--- src/rtl/ms_pkg.sv ---
// Shared definitions for the minesweeper grid datapath: state encoding, LFSR
// constants and the neighbour-count helper.
package ms_pkg;

    localparam logic [2:0] StIdle   = 3'd0;
    localparam logic [2:0] StPlace  = 3'd1;
    localparam logic [2:0] StReady  = 3'd2;
    localparam logic [2:0] StDecode = 3'd3;
    localparam logic [2:0] StEval   = 3'd4;
    localparam logic [2:0] StOver   = 3'd5;

    // Fibonacci taps for x^16+x^14+x^13+x^11+1, shifting left
    localparam logic [15:0] LfsrTaps        = 16'hB400;
    localparam logic [15:0] LfsrSeedDefault = 16'hACE1;
    localparam int          MaxCells        = 1024;

    function automatic logic [15:0] lfsr_step(input logic [15:0] q);
        return {q[14:0], ^(q & LfsrTaps)};
    endfunction

    // Mines among the up-to-8 neighbours of (r,c); edges do not wrap
    function automatic logic [3:0] count_nearby(input logic [MaxCells-1:0] m,
                                                input int rows, input int cols,
                                                input int r, input int c);
        logic [3:0] n;
        logic [9:0] bi;
        int         rr;
        int         cc;
        n  = '0;
        bi = '0;
        for (int dr = -1; dr <= 1; dr++) begin
            for (int dc = -1; dc <= 1; dc++) begin
                rr = r + dr;
                cc = c + dc;
                if ((dr != 0 || dc != 0) && rr >= 0 && rr < rows && cc >= 0 && cc < cols) begin
                    bi = 10'(rr * cols + cc);
                    n  = n + {3'b000, m[bi]};
                end
            end
        end
        return n;
    endfunction

endpackage

--- src/rtl/ms_lfsr16.sv ---
// 16-bit Fibonacci LFSR used for random mine placement; a zero seed falls back
// to the default seed so the register can never lock up.
module ms_lfsr16
    import ms_pkg::*;
(
    input  logic        clka,
    input  logic        restart,
    input  logic        load_seed,
    input  logic [15:0] seed,
    input  logic        step,
    output logic [15:0] q
);

    logic [15:0] q_q;
    logic [15:0] q_d;

    always_comb begin
        q_d = q_q;
        if (load_seed) begin
            q_d = (seed == 16'h0000) ? LfsrSeedDefault : seed;
        end else if (step) begin
            q_d = lfsr_step(q_q);
        end
    end

    always_ff @(posedge clka) begin
        if (restart) begin
            q_q <= LfsrSeedDefault;
        end else begin
            q_q <= q_d;
        end
    end

    assign q = q_q;

endmodule

--- src/rtl/ms_grid_dp.sv ---
// Minesweeper grid datapath: mine placement (preset or LFSR), move decode and
// evaluation, win/loss tracking and a saturating win counter.
module ms_grid_dp
    import ms_pkg::*;
#(
    parameter int ROWS      = 5,
    parameter int COLS      = 5,
    parameter int NUM_MINES = 3,
    localparam int N        = ROWS * COLS,
    localparam int IDX_W    = $clog2(N)
) (
    input  logic             clka,
    input  logic             restart,
    input  logic             start,
    input  logic [15:0]      seed,
    input  logic             preset_en,
    input  logic [N-1:0]     preset_mines,
    input  logic             load,
    input  logic [IDX_W-1:0] data,
    input  logic             mode,
    output logic             place_done,
    output logic             alu_done,
    output logic             err,
    output logic             gameover,
    output logic             win,
    output logic [N-1:0]     mines,
    output logic [N-1:0]     cleared,
    output logic [N-1:0]     flagged,
    output logic [3:0]       n_nearby,
    output logic [31:0]      global_score
);

    localparam int CNT_W = $clog2(N + 1);

    logic [2:0]       state_q, state_d;
    logic             preset_q, preset_d;
    logic [N-1:0]     mines_q, mines_d;
    logic [N-1:0]     cleared_q, cleared_d;
    logic [N-1:0]     flagged_q, flagged_d;
    logic [N-1:0]     onehot_q, onehot_d;
    logic             gameover_q, gameover_d;
    logic             win_q, win_d;
    logic [3:0]       n_nearby_q, n_nearby_d;
    logic [31:0]      score_q, score_d;
    logic             place_done_q, place_done_d;
    logic             alu_done_q, alu_done_d;
    logic             err_q, err_d;
    logic [IDX_W-1:0] idx_q, idx_d;
    logic             mode_q, mode_d;
    logic [CNT_W-1:0] cnt_q, cnt_d;

    logic             lfsr_load;
    logic             lfsr_step_en;
    logic [15:0]      lfsr_q;
    logic [IDX_W-1:0] cand;
    logic             start_ok;

    ms_lfsr16 u_lfsr (
        .clka      (clka),
        .restart   (restart),
        .load_seed (lfsr_load),
        .seed      (seed),
        .step      (lfsr_step_en),
        .q         (lfsr_q)
    );

    // Candidate comes from the value the LFSR steps to in this PLACE cycle
    assign cand     = IDX_W'(lfsr_step(lfsr_q));
    assign start_ok = start && (state_q inside {StIdle, StReady, StOver});

    always_comb begin
        state_d      = state_q;
        preset_d     = preset_q;
        mines_d      = mines_q;
        cleared_d    = cleared_q;
        flagged_d    = flagged_q;
        onehot_d     = onehot_q;
        gameover_d   = gameover_q;
        win_d        = win_q;
        n_nearby_d   = n_nearby_q;
        score_d      = score_q;
        idx_d        = idx_q;
        mode_d       = mode_q;
        cnt_d        = cnt_q;
        place_done_d = 1'b0;
        alu_done_d   = 1'b0;
        err_d        = 1'b0;
        lfsr_load    = 1'b0;
        lfsr_step_en = 1'b0;

        if (start_ok) begin
            mines_d    = preset_en ? preset_mines : '0;
            cleared_d  = '0;
            flagged_d  = '0;
            gameover_d = 1'b0;
            win_d      = 1'b0;
            n_nearby_d = '0;
            cnt_d      = '0;
            preset_d   = preset_en;
            lfsr_load  = !preset_en;
            state_d    = StPlace;
        end else begin
            case (state_q)
                StPlace: begin
                    if (preset_q) begin
                        place_done_d = 1'b1;
                        state_d      = StReady;
                    end else begin
                        lfsr_step_en = 1'b1;
                        if (int'(cand) < N && !mines_q[cand]) begin
                            mines_d[cand] = 1'b1;
                            cnt_d         = cnt_q + CNT_W'(1);
                            if (int'(cnt_q) + 1 == NUM_MINES) begin
                                place_done_d = 1'b1;
                                state_d      = StReady;
                            end
                        end
                    end
                end
                StReady: begin
                    if (load) begin
                        idx_d   = data;
                        mode_d  = mode;
                        state_d = StDecode;
                    end
                end
                StDecode: begin
                    if (int'(idx_q) >= N) begin
                        err_d   = 1'b1;
                        state_d = StReady;
                    end else begin
                        onehot_d        = '0;
                        onehot_d[idx_q] = 1'b1;
                        state_d         = StEval;
                    end
                end
                StEval: begin
                    alu_done_d = 1'b1;
                    if (mode_q) begin
                        if (!(|(cleared_q & onehot_q))) begin
                            flagged_d = flagged_q ^ onehot_q;
                        end
                    end else if (!(|((cleared_q | flagged_q) & onehot_q))) begin
                        cleared_d  = cleared_q | onehot_q;
                        n_nearby_d = count_nearby(MaxCells'(mines_q), ROWS, COLS,
                                                  int'(idx_q) / COLS, int'(idx_q) % COLS);
                        if (|(mines_q & onehot_q)) begin
                            gameover_d = 1'b1;
                        end else if (cleared_d == ~mines_q) begin
                            win_d      = 1'b1;
                            gameover_d = 1'b1;
                            if (score_q != 32'hFFFF_FFFF) begin
                                score_d = score_q + 32'd1;
                            end
                        end
                    end
                    state_d = gameover_d ? StOver : StReady;
                end
                default: ;
            endcase
        end
    end

    always_ff @(posedge clka) begin
        if (restart) begin
            state_q      <= StIdle;
            preset_q     <= 1'b0;
            mines_q      <= '0;
            cleared_q    <= '0;
            flagged_q    <= '0;
            onehot_q     <= '0;
            gameover_q   <= 1'b0;
            win_q        <= 1'b0;
            n_nearby_q   <= '0;
            score_q      <= '0;
            place_done_q <= 1'b0;
            alu_done_q   <= 1'b0;
            err_q        <= 1'b0;
            idx_q        <= '0;
            mode_q       <= 1'b0;
            cnt_q        <= '0;
        end else begin
            state_q      <= state_d;
            preset_q     <= preset_d;
            mines_q      <= mines_d;
            cleared_q    <= cleared_d;
            flagged_q    <= flagged_d;
            onehot_q     <= onehot_d;
            gameover_q   <= gameover_d;
            win_q        <= win_d;
            n_nearby_q   <= n_nearby_d;
            score_q      <= score_d;
            place_done_q <= place_done_d;
            alu_done_q   <= alu_done_d;
            err_q        <= err_d;
            idx_q        <= idx_d;
            mode_q       <= mode_d;
            cnt_q        <= cnt_d;
        end
    end

    assign place_done   = place_done_q;
    assign alu_done     = alu_done_q;
    assign err          = err_q;
    assign gameover     = gameover_q;
    assign win          = win_q;
    assign mines        = mines_q;
    assign cleared      = cleared_q;
    assign flagged      = flagged_q;
    assign n_nearby     = n_nearby_q;
    assign global_score = score_q;

endmodule

--- config.mk ---
export PLATFORM = sky130hd
export DESIGN_NAME = ms_grid_dp
export DESIGN_NICKNAME = d
export VERILOG_FILES = /design/src/rtl/ms_pkg.sv /design/src/rtl/ms_lfsr16.sv /design/src/rtl/ms_grid_dp.sv
export SDC_FILE = /design/constraint.sdc
export NUM_CORES = 1
export LEC_CHECK = 0
export BUFFER_PORTS_ARGS = -buffer_cell sky130_fd_sc_hd__buf_2
export CORE_AREA = 2 2 162 164
export CTS_CLUSTER_DIAMETER = 30
export CTS_CLUSTER_SIZE = 25
export DETAILED_ROUTE_END_ITERATION = 7
export DIE_AREA = 0 0 164 166
export PLACE_DENSITY_LB_ADDON = 0.25
export SLEW_MARGIN = 10
export SYNTH_ARGS = -nofsm -noshare
export SYNTH_HDL_FRONTEND = slang
export SYNTH_SLANG_ARGS = --single-unit
--- constraint.sdc ---
create_clock -name clka -period 10.6 [get_ports clka]
set_input_delay 3.18 -clock clka [delete_from_list [all_inputs] [get_ports clka]]
set_output_delay 3.18 -clock clka [all_outputs]
set_load 0.02 [all_outputs]
==> results.toml <==
[global_routing]
grt.total_usage_pct = 33.0
antenna_found_initial = 1
grt-ovfl-total = 0
grt_max_degree = 87
grt_pass1_wl_um = 71900
grt_pass1_vias = 13300

[worst_setup_path]
path_max_fanout = 5
crit_path_max_incr_delay_ns = 0.55
critPathCaptureType = "flop"
arrival_ns = 10.58
cpMostUsedCell = "ha_1"
cp.required_ns = 10.96
cp-startpoint = "idx_q[2]"
critPathKind = "flop to flop"
r2r_slack_ns = 0.39
crit_path_top_delay_cell = "fa_1"
r2r-start = "idx_q[2]"
cp-start-kind = "flop"

[clock_tree]
numCtsBuffers = 17
h-tree-depth = 4
clock_latency_ns = 0.45
cts_max_path_buffers = 2
clock_sinks = 172
cts_tree = "built"
hold_buffers = 0
root_buffer = "clkbuf_16"
clk_pin_slew_ns = 0.08

[final_layout]
drive_gt1_share_pct = 21.4
fin_cells = 2246
layout_common_cells = "204 x nor2_1, 168 x nand2_1, 168 x dfxtp_1"
final_cell_area_um2 = 16100
final_common_cell = "nor2_1"
fin_util_pct = 63.0
nNetsFinal = 2045
area_growth_pct = 18.2

[floorplan]
core-area_um2 = 25600
die_h_um = 166
start_util_pct = 53.3
ios = 168
die-area_um2 = 27200
fp.dieW_um = 164
rows = 59

[timing]
final-setup-viol-count = 0
tightest_slew_ns = 1.19
finClkSkew_ns = 0.0174
maxSlewHeadroom_pct = 20.1
final-max-slew-violation-count = 0
hold_slack_ns = 0.477
fin_crit_ns = 10.21
clock.fmax_ghz = 0.0979
finalCritPeriodShare_pct = 96.4
timing.final.hold_violations = 0

[drt]
via_per_inst = 6.22
wire_per_inst_um = 20.3
vias = 14000
wl_um = 45500
ant_nets = 0
drt_iter0_drc = 1445
drc_errors = 0
first_pass_iters = 7

[synthesis]
synth_edf_count = 0
syn_avg_cell_area_um2 = 7.95
ys_seq_elements = 172
yosysSeqAreaShare_pct = 25.2
netlist_area_um2 = 13600
synthCells = 1717
yosys_warnings = 0
ys_types = 95
synth_nets = 1865
async_reset_ff_share_pct = 0
ys.flop_type = "dfxtp_1"

[power]
seqPwrFrac_pct = 30.6
p_comb_share_pct = 42.3
power_leakage_nw = 6.45
internal-power_mw = 1.45
p_sw_share_pct = 39.5
ir_drop_uv = 110
power.share.clock_pct = 27.1
power_mw = 2.40
powerDensity_nw_per_um2 = 149
p_sw_uw = 947

[hold_path]
hold_class = "flop to flop"
min_from = "u_lfsr.q[11]"

[place]
dp_cells = 2197
gp_congestion = 1.04
post_dp_cell_area_um2 = 15100
io_buffers = 167
dp_hpwl_um = 34300

[outcome]
status = "finished, final reports clean"

[job]
cap_violations = 0
-- final cells by class --
cell class	count	area, µm²
multi-input cells	1404	10000
fillers	2269	9480
flip-flops and latches	172	3450
repair buffers	241	1400
clock buffers	18	439
well taps	335	419
inverters	61	235
clock inverters	14	164
diodes	1	2.50
-- critical path: cells and delay by family, from the launching register on --
kind | cells | cell delay (ns)
adder cells (fa/ha/maj) | 16 | 4.11
multiplexers | 2 | 0.24
XOR/XNOR | 1 | 0.15
flip-flops | 1 | 0.34
AND/OR/NAND/NOR | 15 | 2.52
AO/OA/AOI/OAI | 13 | 2.21
buffers and inverters | 7 | 0.55
-- sequential cells by signal, indices dropped and copies added (netlist names) --
register and cells:
alu_done 1, cleared 25, cnt_q 5, err 1, flagged 25, gameover 1, global_score 32, idx_q 5
mines 25, mode_q 1, n_nearby 4, onehot_q 25, place_done 1, preset_q 1, state_q 3, u_lfsr.q 16
win 1
-- cell usage after synthesis (all sizes together) (5+ instances only) --
master | instances | area, µm²
nor2 | 208 | 781
dfxtp | 172 | 3440
o21bai | 11 | 82.6
o21ai | 86 | 434
inv | 59 | 221
nor4 | 24 | 178
a21oi | 132 | 664
clkbuf | 62 | 233
nand3 | 95 | 493
ha | 91 | 1140
a31oi | 31 | 194
buf | 18 | 86.3
xnor2 | 88 | 786
a22oi | 23 | 191
o21a | 11 | 82.6
o211ai | 9 | 67.6
and2 | 11 | 68.8
nor3b | 6 | 61.3
a2111oi | 8 | 88.8
a21o | 17 | 128
nor2b | 25 | 156
fa | 5 | 100
a311oi | 7 | 61.3
or3 | 21 | 131
a32oi | 6 | 52.6
o31ai | 7 | 52.6
nand2b | 17 | 106
a211oi | 11 | 87.6
mux2 | 7 | 78.8
nand4 | 21 | 131
a21boi | 6 | 45.0
nand2 | 170 | 641
nor3 | 38 | 195
xor2 | 52 | 455
a221oi | 8 | 76.3
a22o | 7 | 61.3
and4 | 6 | 52.6
or4 | 5 | 41.3
and3 | 12 | 75.1
mux4 | 33 | 743
mux2i | 34 | 340
or2 | 7 | 43.8
-- through the flow --
stage	TNS [ns]	setup WS, ns
after CTS	0	0.00675
after global placement	0	0.155
final	0	0.386
after detailed placement	-0.352	-0.166
after global routing	-0.269	-0.126
after floorplan	0	0.00851
-- power groups by stage --
stage / Combinational, mW / Clock [mW] / Sequential (mW)
finish: 1.01 / 0.650 / 0.733
detailed placement: 0.924 / 0 / 0.745
floorplan: 0.708 / 0 / 0.723
CTS: 0.935 / 0.656 / 0.730
global route: 1.11 / 0.680 / 0.736
global placement: 0.905 / 0 / 0.743
-- kinds of logic (layout without fill, tap and decap cells) --
group / after synthesis / count (layout) / share of synthesized area, %
AO/OA/AOI/OAI: 410 / 410 / 19.7
multiplexers: 74 / 74 / 8.52
adder cells (fa/ha/maj): 100 / 100 / 9.37
XOR/XNOR: 140 / 140 / 9.10
buffers and inverters: 141 / 334 / 4.03
flip-flops: 172 / 172 / 25.2
other: 0 / 1 / 0
AND/OR/NAND/NOR: 680 / 680 / 24.0
-- layer usage --
| metal | track usage, % | up-vias | part of all wire [%] |
|---|---|---|---|
| li1 | - | 6581 | - |
| met1 | 42.8 | 6598 | 41 |
| met2 | 53.0 | 669 | 46 |
| met3 | 6.42 | 127 | 7.8 |
| met4 | 14.6 | 0 | 4.3 |
| met5 | 0 | - | 0 |
-- path summary, 6_finish.rpt --
kind / cells after the start / to
setup / recovery: 54 / n_nearby[1]
hold reg to reg: 2 / u_lfsr.q[11]
hold / removal: 2 / u_lfsr.q[11]
setup reg to reg: 54 / n_nearby[1]
-- repair_timing --
| action | CTS | global route |
|---|---|---|
| pin swaps | 0 | 34 |
| setup buffers | 0 | 16 |
| endpoints found under the setup margin | 3 | 3 |
| resized for setup | 7 | 58 |
Note: power is estimated with default switching activity, not from simulation.
